$ cat config.mk
export PLATFORM = sky130hd
export DESIGN_NAME = cell_write_scheduler
export DESIGN_NICKNAME = d
export VERILOG_FILES = /design/src/rtl/cell_write_scheduler.sv
export SDC_FILE = /design/constraint.sdc
export NUM_CORES = 1
export LEC_CHECK = 0
export BUFFER_PORTS_ARGS = -buffer_cell sky130_fd_sc_hd__buf_2
export CAP_MARGIN = 5
export CORE_MARGIN = 4
export CORE_UTILIZATION = 30
export CTS_CLUSTER_DIAMETER = 120
export DETAILED_ROUTE_END_ITERATION = 7
export PLACE_DENSITY = 0.64
export SYNTH_ARGS = -nofsm -noshare
export SYNTH_HDL_FRONTEND = slang
export SYNTH_SLANG_ARGS = --single-unit
$ cat constraint.sdc
create_clock -name vclock -period 1.7 [get_ports vclock]
set_input_delay 0.51 -clock vclock [delete_from_list [all_inputs] [get_ports vclock]]
set_output_delay 0.51 -clock vclock [all_outputs]
set_load 0.01 [all_outputs]
$ cat src/rtl/cell_write_scheduler.sv
// Round-robin scheduler merging two cell-write requesters onto the single
// matrix_display write port, with a once-per-frame commit strobe at vblank start.
module cell_write_scheduler #(
  parameter int S_HEIGHT   = 768,
  parameter int WIDTH      = 20,
  parameter int HEIGHT     = 15,
  parameter int B_S_WIDTH  = 10,
  parameter int B_S_HEIGHT = 10,
  parameter int B_WIDTH    = 5,
  parameter int B_HEIGHT   = 4,
  parameter int B_VGA      = 4
) (
  input  logic                  vclock,
  input  logic                  reset,
  input  logic [B_S_WIDTH-1:0]  hcount,
  input  logic [B_S_HEIGHT-1:0] vcount,
  input  logic                  a_req,
  input  logic [B_WIDTH-1:0]    a_x,
  input  logic [B_HEIGHT-1:0]   a_y,
  input  logic [3*B_VGA-1:0]    a_rgb,
  output logic                  a_ack,
  input  logic                  b_req,
  input  logic [B_WIDTH-1:0]    b_x,
  input  logic [B_HEIGHT-1:0]   b_y,
  input  logic [3*B_VGA-1:0]    b_rgb,
  output logic                  b_ack,
  output logic [B_WIDTH-1:0]    cell_x,
  output logic [B_HEIGHT-1:0]   cell_y,
  output logic [3*B_VGA-1:0]    cell_rgb,
  output logic                  cell_en,
  output logic                  update,
  output logic                  range_err
);

  typedef enum logic [1:0] {ACCEPT, COMMIT, BLANK} state_t;

  localparam logic [B_S_HEIGHT-1:0] VBLANK_LINE = B_S_HEIGHT'(S_HEIGHT);
  localparam logic [B_WIDTH-1:0]    X_LIMIT     = B_WIDTH'(WIDTH);
  localparam logic [B_HEIGHT-1:0]   Y_LIMIT     = B_HEIGHT'(HEIGHT);

  state_t                state, state_n;
  logic                  dirty, dirty_n;
  logic                  rr_last, rr_last_n;   // 1: port B was granted last
  logic                  a_ack_n, b_ack_n, cell_en_n, update_n, range_err_n;
  logic [B_WIDTH-1:0]    cell_x_n;
  logic [B_HEIGHT-1:0]   cell_y_n;
  logic [3*B_VGA-1:0]    cell_rgb_n;

  logic                  vblank_start, frame_start, grant_ok;
  logic                  a_ok, b_ok, pick_a, pick_b;
  logic [B_WIDTH-1:0]    g_x;
  logic [B_HEIGHT-1:0]   g_y;
  logic [3*B_VGA-1:0]    g_rgb;

  assign vblank_start = (vcount == VBLANK_LINE) && (hcount == '0);
  assign frame_start  = (vcount == '0) && (hcount == '0);

  // NOTE: every signal assigned below gets a default first, so no path leaves one unassigned (no latches).
  always_comb begin
    state_n     = state;
    dirty_n     = dirty;
    rr_last_n   = rr_last;
    a_ack_n     = 1'b0;
    b_ack_n     = 1'b0;
    cell_en_n   = 1'b0;
    update_n    = 1'b0;
    range_err_n = range_err;
    cell_x_n    = cell_x;
    cell_y_n    = cell_y;
    cell_rgb_n  = cell_rgb;
    grant_ok    = 1'b0;

    case (state)
      ACCEPT: begin
        if (vblank_start) begin
          if (dirty) begin
            state_n  = COMMIT;
            update_n = 1'b1;
          end else begin
            state_n  = BLANK;
          end
        end else begin
          grant_ok = 1'b1;
        end
      end
      COMMIT: begin
        dirty_n = 1'b0;
        state_n = BLANK;
      end
      BLANK: begin
        grant_ok = 1'b1;
        if (frame_start) state_n = ACCEPT;
      end
      default: state_n = ACCEPT;
    endcase

    // A port acked last cycle sits out one cycle so a late-dropped req is not written twice.
    a_ok   = grant_ok && a_req && !a_ack;
    b_ok   = grant_ok && b_req && !b_ack;
    pick_a = a_ok && (!b_ok || rr_last);
    pick_b = b_ok && !pick_a;

    g_x   = pick_a ? a_x   : b_x;
    g_y   = pick_a ? a_y   : b_y;
    g_rgb = pick_a ? a_rgb : b_rgb;

    if (pick_a || pick_b) begin
      a_ack_n   = pick_a;
      b_ack_n   = pick_b;
      rr_last_n = pick_b;
      if ((g_x < X_LIMIT) && (g_y < Y_LIMIT)) begin
        cell_en_n  = 1'b1;
        cell_x_n   = g_x;
        cell_y_n   = g_y;
        cell_rgb_n = g_rgb;
        dirty_n    = 1'b1;
      end else begin
        range_err_n = 1'b1;
      end
    end
  end

  // NOTE: sequential state uses non-blocking assignments so all registers update from pre-edge values.
  always_ff @(posedge vclock or posedge reset) begin
    if (reset) begin
      state     <= ACCEPT;
      dirty     <= 1'b0;
      rr_last   <= 1'b1;
      a_ack     <= 1'b0;
      b_ack     <= 1'b0;
      cell_en   <= 1'b0;
      update    <= 1'b0;
      range_err <= 1'b0;
      cell_x    <= '0;
      cell_y    <= '0;
      cell_rgb  <= '0;
    end else begin
      state     <= state_n;
      dirty     <= dirty_n;
      rr_last   <= rr_last_n;
      a_ack     <= a_ack_n;
      b_ack     <= b_ack_n;
      cell_en   <= cell_en_n;
      update    <= update_n;
      range_err <= range_err_n;
      cell_x    <= cell_x_n;
      cell_y    <= cell_y_n;
      cell_rgb  <= cell_rgb_n;
    end
  end

endmodule

==> results of run 1 <==
==> layout by cell type, fill, tap and decap left out, drive strengths merged, types with 2 or more instances in the layout <==
| cell type | instances |
|---|---|
| nand4 | 2 |
| and2 | 5 |
| a31oi | 3 |
| nand2b | 3 |
| nor2 | 3 |
| mux2 | 36 |
| o21ai | 4 |
| a21oi | 7 |
| mux2i | 3 |
| dfrtp | 29 |
| nand2 | 2 |
| clkbuf | 6 |
| inv | 3 |
| buf | 109 |
| or4 | 4 |
| a21o | 3 |
| nor3 | 2 |
==> layout make-up <==
class                   count  area share
clock buffers               6      0.0339
repair buffers            109       0.247
clock inverters             2     0.00514
well taps                  70      0.0360
multi-input cells          86       0.365
inverters                   3     0.00462
flip-flops and latches     30       0.309
==> sequential cells by signal (all words and copies together), names as in the netlist, 2 cells and up <==
signal	flops
cell_y	4
cell_x	5
cell_rgb	12
state	2
==> stage by stage <==
step | TNS [ns] | cells
after CTS | -5.12 | 304
after detailed placement | -15.20 | 293
after floorplan | -14.58 | 121
after global placement | -14.55 | 293
final | -6.82 | 306
after global routing | -7.94 | 306
==> cells by family (layout without fill, tap and decap cells) <==
logic type,count (synthesis),count (layout),synth area share
buffers and inverters,8,120,0.0353
and+or+nand+nor,23,26,0.0982
AOI/OAI and AO/OA,21,21,0.0856
DFF,30,30,0.472
muxes,39,39,0.309
==> critical path: stages <==
cell	delay [ns]
buf_6	0.09
or4_4	0.53
nor4_4	0.31
a31oi_4	0.18
and2_4	0.23
mux2_4	0.30
==> metal layers <==
metal / track usage / routed length (um)
met5: 0 / 0
met4: 0.0405 / 47
met3: 0.0576 / 514
met2: 0.218 / 2020
met1: 0.172 / 1890
==> worst min-delay path by stage <==
| stage | from | endpoint | cells after the start |
|---|---|---|---|
| 2_1_floorplan | dirty | dirty | 1 |
| 3_3_place_gp | range_err | range_err | 1 |
| 3_5_place_dp | range_err | range_err | 1 |
| 4_1_cts | reset | cell_rgb[3] | 3 |
| 5_1_grt | reset | cell_rgb[11] | 3 |
| 6_report | reset | cell_rgb[11] | 3 |
==> timing repair <==
action / CTS / global route
setup buffers: 1 / 2
gates resized for setup: 5 / 15
pin swaps: 4 / 3
cloned: 3 / 0
setup endpoints to repair: 25 / 30
==> power breakdown <==
group,internal [mW],switching (mW),leakage (nW)
clock,0.325,0.267,0.0472
sequential,0.929,0.113,0.346
combinational,0.598,0.439,0.805
total,1.85,0.819,1.20
==> run_results.csv, run 1 <==
group,metric,value,unit
timing,rsz0062_at_grt,"yes",
timing,hold_viol_final,0,
cts,cts_hold_buffers,0,
synth,seq_area_frac_synth,0.472,
cells_and_area,regArea,752,um2
grt,grt_pass1_wl,6.82,mm
floorplan,num_io_pins,92,
worst_setup_path,startpoint,"hcount[7]",
grt,grt-ovfl-total,0,
timing,whs,0.297,ns
timing,layout_setup_ws,-0.300,ns
grt,antenna_found_initial,0,
worst_setup_path,cp_max_fo,6,
cells_and_area,multiInputGateArea,888,um2
synth,synth_top_area_share,0.456,
cells_and_area,antenna-diode-count,0,
detailed_routing,dr_total_vias,1396,
detailed_routing,first_pass_iters,2,
worst_setup_path,required,1.86,ns
power,vdd_drop_max,589,uV
cells_and_area,utilization,0.474,
synth,synth_common_cells,"dfrtp_1 (29), mux2_2 (18), mux2_4 (15), a21oi_1 (7)",
worst_setup_path,crit_type,"in2reg",
synth,netlist_area,0.00159,mm2
synth,syn_area_per_cell,13.2,um2
synth,ys_top_cells_by_area,"dfrtp_1 (46%), mux2_4 (14%), mux2_2 (13%)",
placement,dp_slack,-0.641,ns
floorplan,die-width,80.9,um
grt,grt.total_usage,0.138,
grt,grt_start_max_net_pins,31,
power,total_power,2.67,mW
detailed_routing,ant_nets,0,
worst_setup_path,worstSetupEndpoint,"cell_y[0]",
detailed_routing,routedWlPerCell,14.6,um
synth,ys_types,35,
cts,cts_root_buffer,"clkbuf_8",
cts,clkSinkCount,30,
synth,synth-warning-count,0,
hold_path,min_path_type,"in2async",
cts,cts_max_level,2,
cts,worstSkewPairLatency,0.28,ns
cells_and_area,area_growth_syn_to_layout,52.9,%
timing,relSlewSlack,0.741,
floorplan,fp.coreArea,0.00514,mm2
worst_setup_path,worstReg2RegStart,"a_ack",
timing,worst_clock_skew,0.00580,ns
detailed_routing,routed_wl,4.47,mm
timing,tightest_slew,0.386,ns
grt,grt_pass1_vias,1430,
cts,cts-buffers-inserted,5,
worst_setup_path,r2r_cells,5,
synth,synth-seq-cells,30,
worst_setup_path,worstPathArrival,2.16,ns
placement,portBuffers,91,
floorplan,row_count,26,
detailed_routing,vias_per_cell,4.56,
timing,setup_violations,28,
cells_and_area,fillers,506,
run,cap_violations,0,
placement,place_area,0.00221,mm2
synth,synth_top_area_cell,"dfrtp_1",
timing,min_period,2.00,ns
timing,finalMaxSlewViolations,0,
cells_and_area,nNetsFinal,301,
placement,dp_hpwl,3.14,mm
synth,syn_nets,187,
power,leakage,1.20,nW
synth,synthCells,121,
synth,ys_dominant_reg_cell,"dfrtp_1",
floorplan,die_h,80.9,um
cts,clk_pin_slew,0.07,ns
outcome,violations,"setup timing",
timing,fin_crit_sh,1.18,
synth,yosysMostFrequentCell,"dfrtp_1",
detailed_routing,drc,0,
floorplan,initial_core_util,0.310,
power,power_density,1100,mW/mm2
floorplan,dieArea,0.00654,mm2
worst_setup_path,cp-start-kind,"primary input",
detailed_routing,first_iter_violations,22,
placement,gp_congestion,0.719,
cts,clock_path_buffers,2,
cells_and_area,layout-drive-gt1-share,0.729,
cells_and_area,final_area,0.00243,mm2
outcome,status,"finished, violations left",
timing,fmax,500,MHz
worst_setup_path,r2r_slack,-0.22,ns
worst_setup_path,setup.worst_path.end_class,"flip-flop",
worst_setup_path,timing.rr.end,"cell_rgb[4]",
synth,synth_edf_count,0,
cts,cts_tree,"yes",
synth,postSynth.asyncResetShare,1.00,
Power figures use the tool's default switching activity.
==> inputs of run 2 (changes only) <==
--- a/config.mk
+++ b/config.mk
@@ -11,7 +11,7 @@
 export CORE_UTILIZATION = 30
 export CTS_CLUSTER_DIAMETER = 120
 export DETAILED_ROUTE_END_ITERATION = 7
-export PLACE_DENSITY = 0.64
+export PLACE_DENSITY_LB_ADDON = 0.08
 export SYNTH_ARGS = -nofsm -noshare
 export SYNTH_HDL_FRONTEND = slang
 export SYNTH_SLANG_ARGS = --single-unit
==> run 2 against run 1 <==
Effect of this change: the flow still finishes with violations (setup timing); setup slack improved by 0.017 ns; global-route usage increased by 1.0 points; sequential share of layout area decreased by 0.55 points; flip-flop and latch count unchanged; non-clock buffer count increased by 1; critical path depth unchanged; sequential power about the same; first-iteration DRC count increased by 73%; largest cell class unchanged.
==> run_results.csv, run 2 (same netlist as run 1, synthesis figures left out) <==
group,metric,value,unit
hold_path,min_path_type,"in2async",
cells_and_area,layout_common_cells,"buf_2 (90), dfrtp_1 (29), mux2_2 (18), mux2_4 (18), buf_4 (16)",
worst_setup_path,timing.rr.end,"cell_rgb[4]",
placement,dpl.cell_count,292,
cts,worstSkewPairLatency,0.28,ns
grt,grt.total_usage,0.148,
grt,grt-ovfl-total,0,
floorplan,dieArea,0.00654,mm2
timing,fmax,504,MHz
detailed_routing,ant_nets,0,
detailed_routing,routedWlPerCell,15.3,um
detailed_routing,first_iter_violations,38,
power,comb_power_share,0.376,
run,cap_violations,0,
timing,layout_setup_ws,-0.283,ns
power,p_sw,0.824,mW
cells_and_area,final-instance-count-excl-fill,306,
timing,whs,0.294,ns
placement,place_area,0.00220,mm2
grt,antenna_found_initial,0,
cells_and_area,final_area,0.00248,mm2
cells_and_area,final_common_cell,"buf_2",
outcome,status,"finished, violations left",
detailed_routing,first_pass_iters,4,
placement,dp_hpwl,3.44,mm
worst_setup_path,cp_num_buf_inv,1,
worst_setup_path,r2r_cells,5,
floorplan,fp.coreArea,0.00514,mm2
worst_setup_path,cp_max_fo,9,
timing,tightest_slew,0.385,ns
outcome,violations,"setup timing",
worst_setup_path,worstReg2RegStart,"b_ack",
detailed_routing,routed_wl,4.68,mm
timing,worst_clock_skew,0.00357,ns
cells_and_area,layout-drive-gt1-share,0.737,
cts,cts_root_buffer,"clkbuf_8",
power,power_density,1120,mW/mm2
worst_setup_path,required,1.87,ns
power,total_power,2.76,mW
power,leakage,1.22,nW
cts,cts-buffers-inserted,5,
worst_setup_path,r2r_slack,-0.19,ns
grt,grt_start_max_net_pins,31,
cts,cts_tree,"yes",
floorplan,initial_core_util,0.310,
floorplan,die_h,80.9,um
cells_and_area,nNetsFinal,301,
floorplan,num_io_pins,92,
power,power.share.switching,0.298,
cts,clock_path_buffers,2,
cells_and_area,regMostFlops,"cell_rgb",
worst_setup_path,cp-start-kind,"primary input",
worst_setup_path,slowest_delay,0.53,ns
timing,hold_viol_final,0,
detailed_routing,dr_total_vias,1401,
timing,fin_crit_sh,1.17,
placement,gp_congestion,0.687,
placement,portBuffers,91,
power,p_int,1.94,mW
detailed_routing,drc,0,
cells_and_area,top_regs,"cell_rgb: 12 flops, cell_x: 5 flops, cell_y: 4 flops",
cells_and_area,antenna-diode-count,0,
cts,clkSinkCount,30,
worst_setup_path,setup.worst_path.end_class,"flip-flop",
cts,cts_max_level,2,
worst_setup_path,worstPathArrival,2.15,ns
timing,setup_violations,28,
timing,rsz0062_at_grt,"yes",
floorplan,die-width,80.9,um
worst_setup_path,cp_cell_sequence,"buf_6 > or4_4 > nor4_4 > a31oi_4 > and2_4 > mux2_4",
worst_setup_path,crit_type,"in2reg",
timing,min_period,1.98,ns
power,power_frac_clock,0.243,
power,vdd_drop_max,606,uV
cells_and_area,largest_reg_flops,12,
grt,grt_pass1_wl,7.26,mm
timing,finalMaxSlewViolations,0,
floorplan,row_count,26,
worst_setup_path,cpLargestDelayFamily,"simple AND/OR/NAND/NOR gates",
grt,grt_pass1_vias,1493,
detailed_routing,vias_per_cell,4.58,
cts,clk_pin_slew,0.06,ns
worst_setup_path,critPathSlowestCell,"or4_4",
cells_and_area,area_growth_syn_to_layout,55.6,%
timing,relSlewSlack,0.743,
power,seqPwrFrac,0.381,
==> run 2: worst register-to-register path: cells and delay by family, from the launching register on <==
family,cells,cell delay [ns]
compound gates,2,0.54
simple gates,2,0.55
mux,1,0.32
flops,1,0.38
==> run 2: how the worst max path moves through the flow <==
stage,startpoint,to,cells past startpoint
after floorplan,hcount[7],cell_rgb[0],7
after global placement,hcount[7],cell_rgb[5],6
after detailed placement,hcount[7],cell_rgb[5],6
after CTS,hcount[7],cell_rgb[10],6
after global routing,hcount[7],cell_rgb[3],6
final,hcount[7],cell_rgb[4],6
==> run 2: what timing repair did <==
item,CTS,global route
setup buffers,2,3
gates resized for setup,13,11
pin swaps,4,4
hold buffers,0,0
setup endpoints to repair,27,29
gates cloned,2,0
==> run 2: metrics by stage <==
stage          worst slack [ns]   util  setup TNS [ns]
2_1_floorplan            -0.682      -          -14.58
3_3_place_gp             -0.618  0.429          -14.84
3_5_place_dp             -0.645  0.429          -15.24
4_1_cts                  -0.289  0.469           -5.98
5_1_grt                  -0.313  0.482           -7.06
6_report                 -0.283  0.482           -6.12
==> run 2: power by group through the flow <==
stage | Clock [mW] | Sequential (mW) | Combinational (mW)
after floorplan | 0 | 1.14 | 0.482
after global placement | 0 | 1.05 | 0.935
after detailed placement | 0 | 1.05 | 0.959
after CTS | 0.686 | 1.05 | 1.03
after global routing | 0.729 | 1.08 | 1.12
final | 0.672 | 1.05 | 1.04
==> run 2: layer usage <==
layer,part of all wire,track usage,vias up
li1,-,-,674
met1,0.40,0.172,664
met2,0.51,0.258,57
met3,0.081,0.0499,6
met4,0.012,0.0456,0
met5,0,0,-
==> run 2: cell type report <==
| cell class | instances | area (um2) |
|---|---|---|
| well taps | 70 | 87.6 |
| clock buffers | 8 | 110 |
| inverters | 3 | 11.3 |
| fillers | 514 | 2660 |
| repair buffers | 110 | 624 |
| multi-input cells | 85 | 893 |
| flip-flops and latches | 30 | 752 |
==> inputs of run 3 (changes only) <==
==> constraint.sdc (replaced) <==
create_clock -name vclock -period 2.4 [get_ports vclock]
set_input_delay 0.72 -clock vclock [delete_from_list [all_inputs] [get_ports vclock]]
set_output_delay 0.72 -clock vclock [all_outputs]
set_load 0.01 [all_outputs]
==> run 3 against run 2 <==
Effect of this change: clock power decreased by 31%; setup slack improved by 0.36 ns; flip-flop and latch count is the same; critical endpoint is now cell_rgb[7]; power shrank 32%; die area unchanged; combinational power down 36%; via count fell by 5.2%; routed wire length is 12% lower; sequential share of layout area rose by 2.3 points; critical path depth did not move; global-route usage shrank 2.7 points; the run now ends clean.
==> run_results.csv, run 3 (same netlist as run 1, synthesis figures left out) <==
group,metric,value,unit
timing,hold_viol_final,0,
cells_and_area,final_common_cell,"buf_2",
floorplan,dieArea,0.00654,mm2
floorplan,num_io_pins,92,
timing,setup_violations,0,
cts,cts_tree,"yes",
grt,grt_start_max_net_pins,31,
run,cap_violations,0,
floorplan,fp.coreArea,0.00514,mm2
timing,fin_crit_sh,0.967,
cells_and_area,final-instance-count-excl-fill,297,
worst_setup_path,cp_max_fo,11,
hold_path,min_from,"range_err",
placement,dpl.cell_count,286,
detailed_routing,ant_nets,0,
cells_and_area,antenna-diode-count,0,
worst_setup_path,cp-start-kind,"primary input",
placement,dp_slack,-0.276,ns
worst_setup_path,crit_type,"in2reg",
worst_setup_path,required,2.56,ns
worst_setup_path,timing.rr.end,"cell_rgb[5]",
placement,gp_congestion,0.698,
detailed_routing,first_pass_iters,4,
cts,cts_max_level,2,
power,power_density,814,mW/mm2
grt,grt_pass1_wl,5.99,mm
worst_setup_path,r2r_cells,5,
detailed_routing,routedWlPerCell,13.9,um
timing,tightest_slew,0.378,ns
timing,fin_setup_tns,0,ns
timing,layout_setup_ws,0.0797,ns
grt,grt_pass1_vias,1342,
floorplan,die-width,80.9,um
placement,portBuffers,91,
grt,grt.total_usage,0.121,
grt,antenna_found_initial,0,
cts,worstSkewPairLatency,0.27,ns
detailed_routing,drc,0,
power,vdd_drop_max,431,uV
timing,fmax,431,MHz
worst_setup_path,worstPathArrival,2.48,ns
cells_and_area,nNetsFinal,292,
cells_and_area,layout_common_cells,"buf_2 (91), dfrtp_1 (29), mux2_2 (18)",
outcome,status,"finished clean",
hold_path,min_path_cells,1,
timing,min_period,2.32,ns
cells_and_area,largest_reg_flops,12,
detailed_routing,dr_total_vias,1328,
cells_and_area,layout-drive-gt1-share,0.656,
cts,clock_path_buffers,2,
cts,clkSinkCount,30,
grt,grt-ovfl-total,0,
cts,clk_pin_slew,0.06,ns
hold_path,whs_endpoint,"range_err",
timing,whs,0.468,ns
timing,worst_clock_skew,0.00228,ns
cells_and_area,regMostFlops,"cell_rgb",
floorplan,die_h,80.9,um
power,leakage,1.14,nW
cells_and_area,top_regs,"cell_rgb: 12 flops, cell_x: 5 flops, cell_y: 4 flops",
detailed_routing,first_iter_violations,32,
detailed_routing,vias_per_cell,4.47,
placement,place_area,0.00216,mm2
worst_setup_path,setup.worst_path.end_class,"flip-flop",
timing,rsz0062_at_grt,"no",
cts,cts_root_buffer,"clkbuf_8",
cells_and_area,final_area,0.00230,mm2
cts,cts-buffers-inserted,5,
floorplan,initial_core_util,0.310,
worst_setup_path,r2r_slack,0.50,ns
timing,finalMaxSlewViolations,0,
placement,dp_hpwl,3.16,mm
cells_and_area,area_growth_syn_to_layout,44.5,%
hold_path,min_path_type,"reg2reg",
worst_setup_path,worstReg2RegStart,"a_ack",
timing,relSlewSlack,0.748,
floorplan,row_count,26,
detailed_routing,routed_wl,4.14,mm
run 3: how the worst max path moves through the flow:
stage / from / endpoint / slack, ns / cells past startpoint
after floorplan: hcount[7] / cell_rgb[0] / -0.19 / 7
after global placement: hcount[7] / cell_rgb[5] / -0.21 / 6
after detailed placement: hcount[7] / cell_rgb[5] / -0.28 / 6
after CTS: hcount[7] / cell_rgb[5] / 0.02 / 6
after global routing: hcount[7] / cell_rgb[5] / 0.01 / 6
final: hcount[7] / cell_rgb[7] / 0.08 / 6
run 3: final cells by class:
cell class / count / area [um2]
Tap cell: 70 / 87.6
Timing Repair Buffer: 102 / 538
Inverter: 3 / 11.3
Sequential cell: 30 / 752
Multi-Input combinational cell: 84 / 802
Clock buffer: 8 / 110
Fill cell: 538 / 2840
run 3: per-stage QoR:
step	utilization	total power, mW
after floorplan	-	1.15
after global placement	0.420	1.41
after detailed placement	0.420	1.42
after CTS	0.441	1.90
after global routing	0.448	1.99
final	0.448	1.87
run 3: repair_timing:
| item | 4_1_cts | 5_1_grt |
|---|---|---|
| setup endpoints to repair | 0 | 19 |
| resized for setup | 0 | 2 |
| buffers inserted | 0 | 2 |
| hold buffers | 0 | 0 |
run 3: per-layer routing:
metal | routed length [um] | global-route usage
met3 | 358 | 0.0377
met2 | 1960 | 0.204
met5 | 0 | 0
met4 | 49 | 0.0405
met1 | 1770 | 0.146
run 3: critical path, cell delays in order:
cell	delay, ns
buf_2	0.10
or4_4	0.54
nor4_4	0.39
a31oi_4	0.16
and2_4	0.24
mux2_1	0.33
run 3: where the power goes:
group	internal [mW]	total, mW	switching (mW)
sequential	0.658	0.743	0.0846
clock	0.289	0.462	0.173
combinational	0.382	0.669	0.287
total	1.33	1.87	0.544
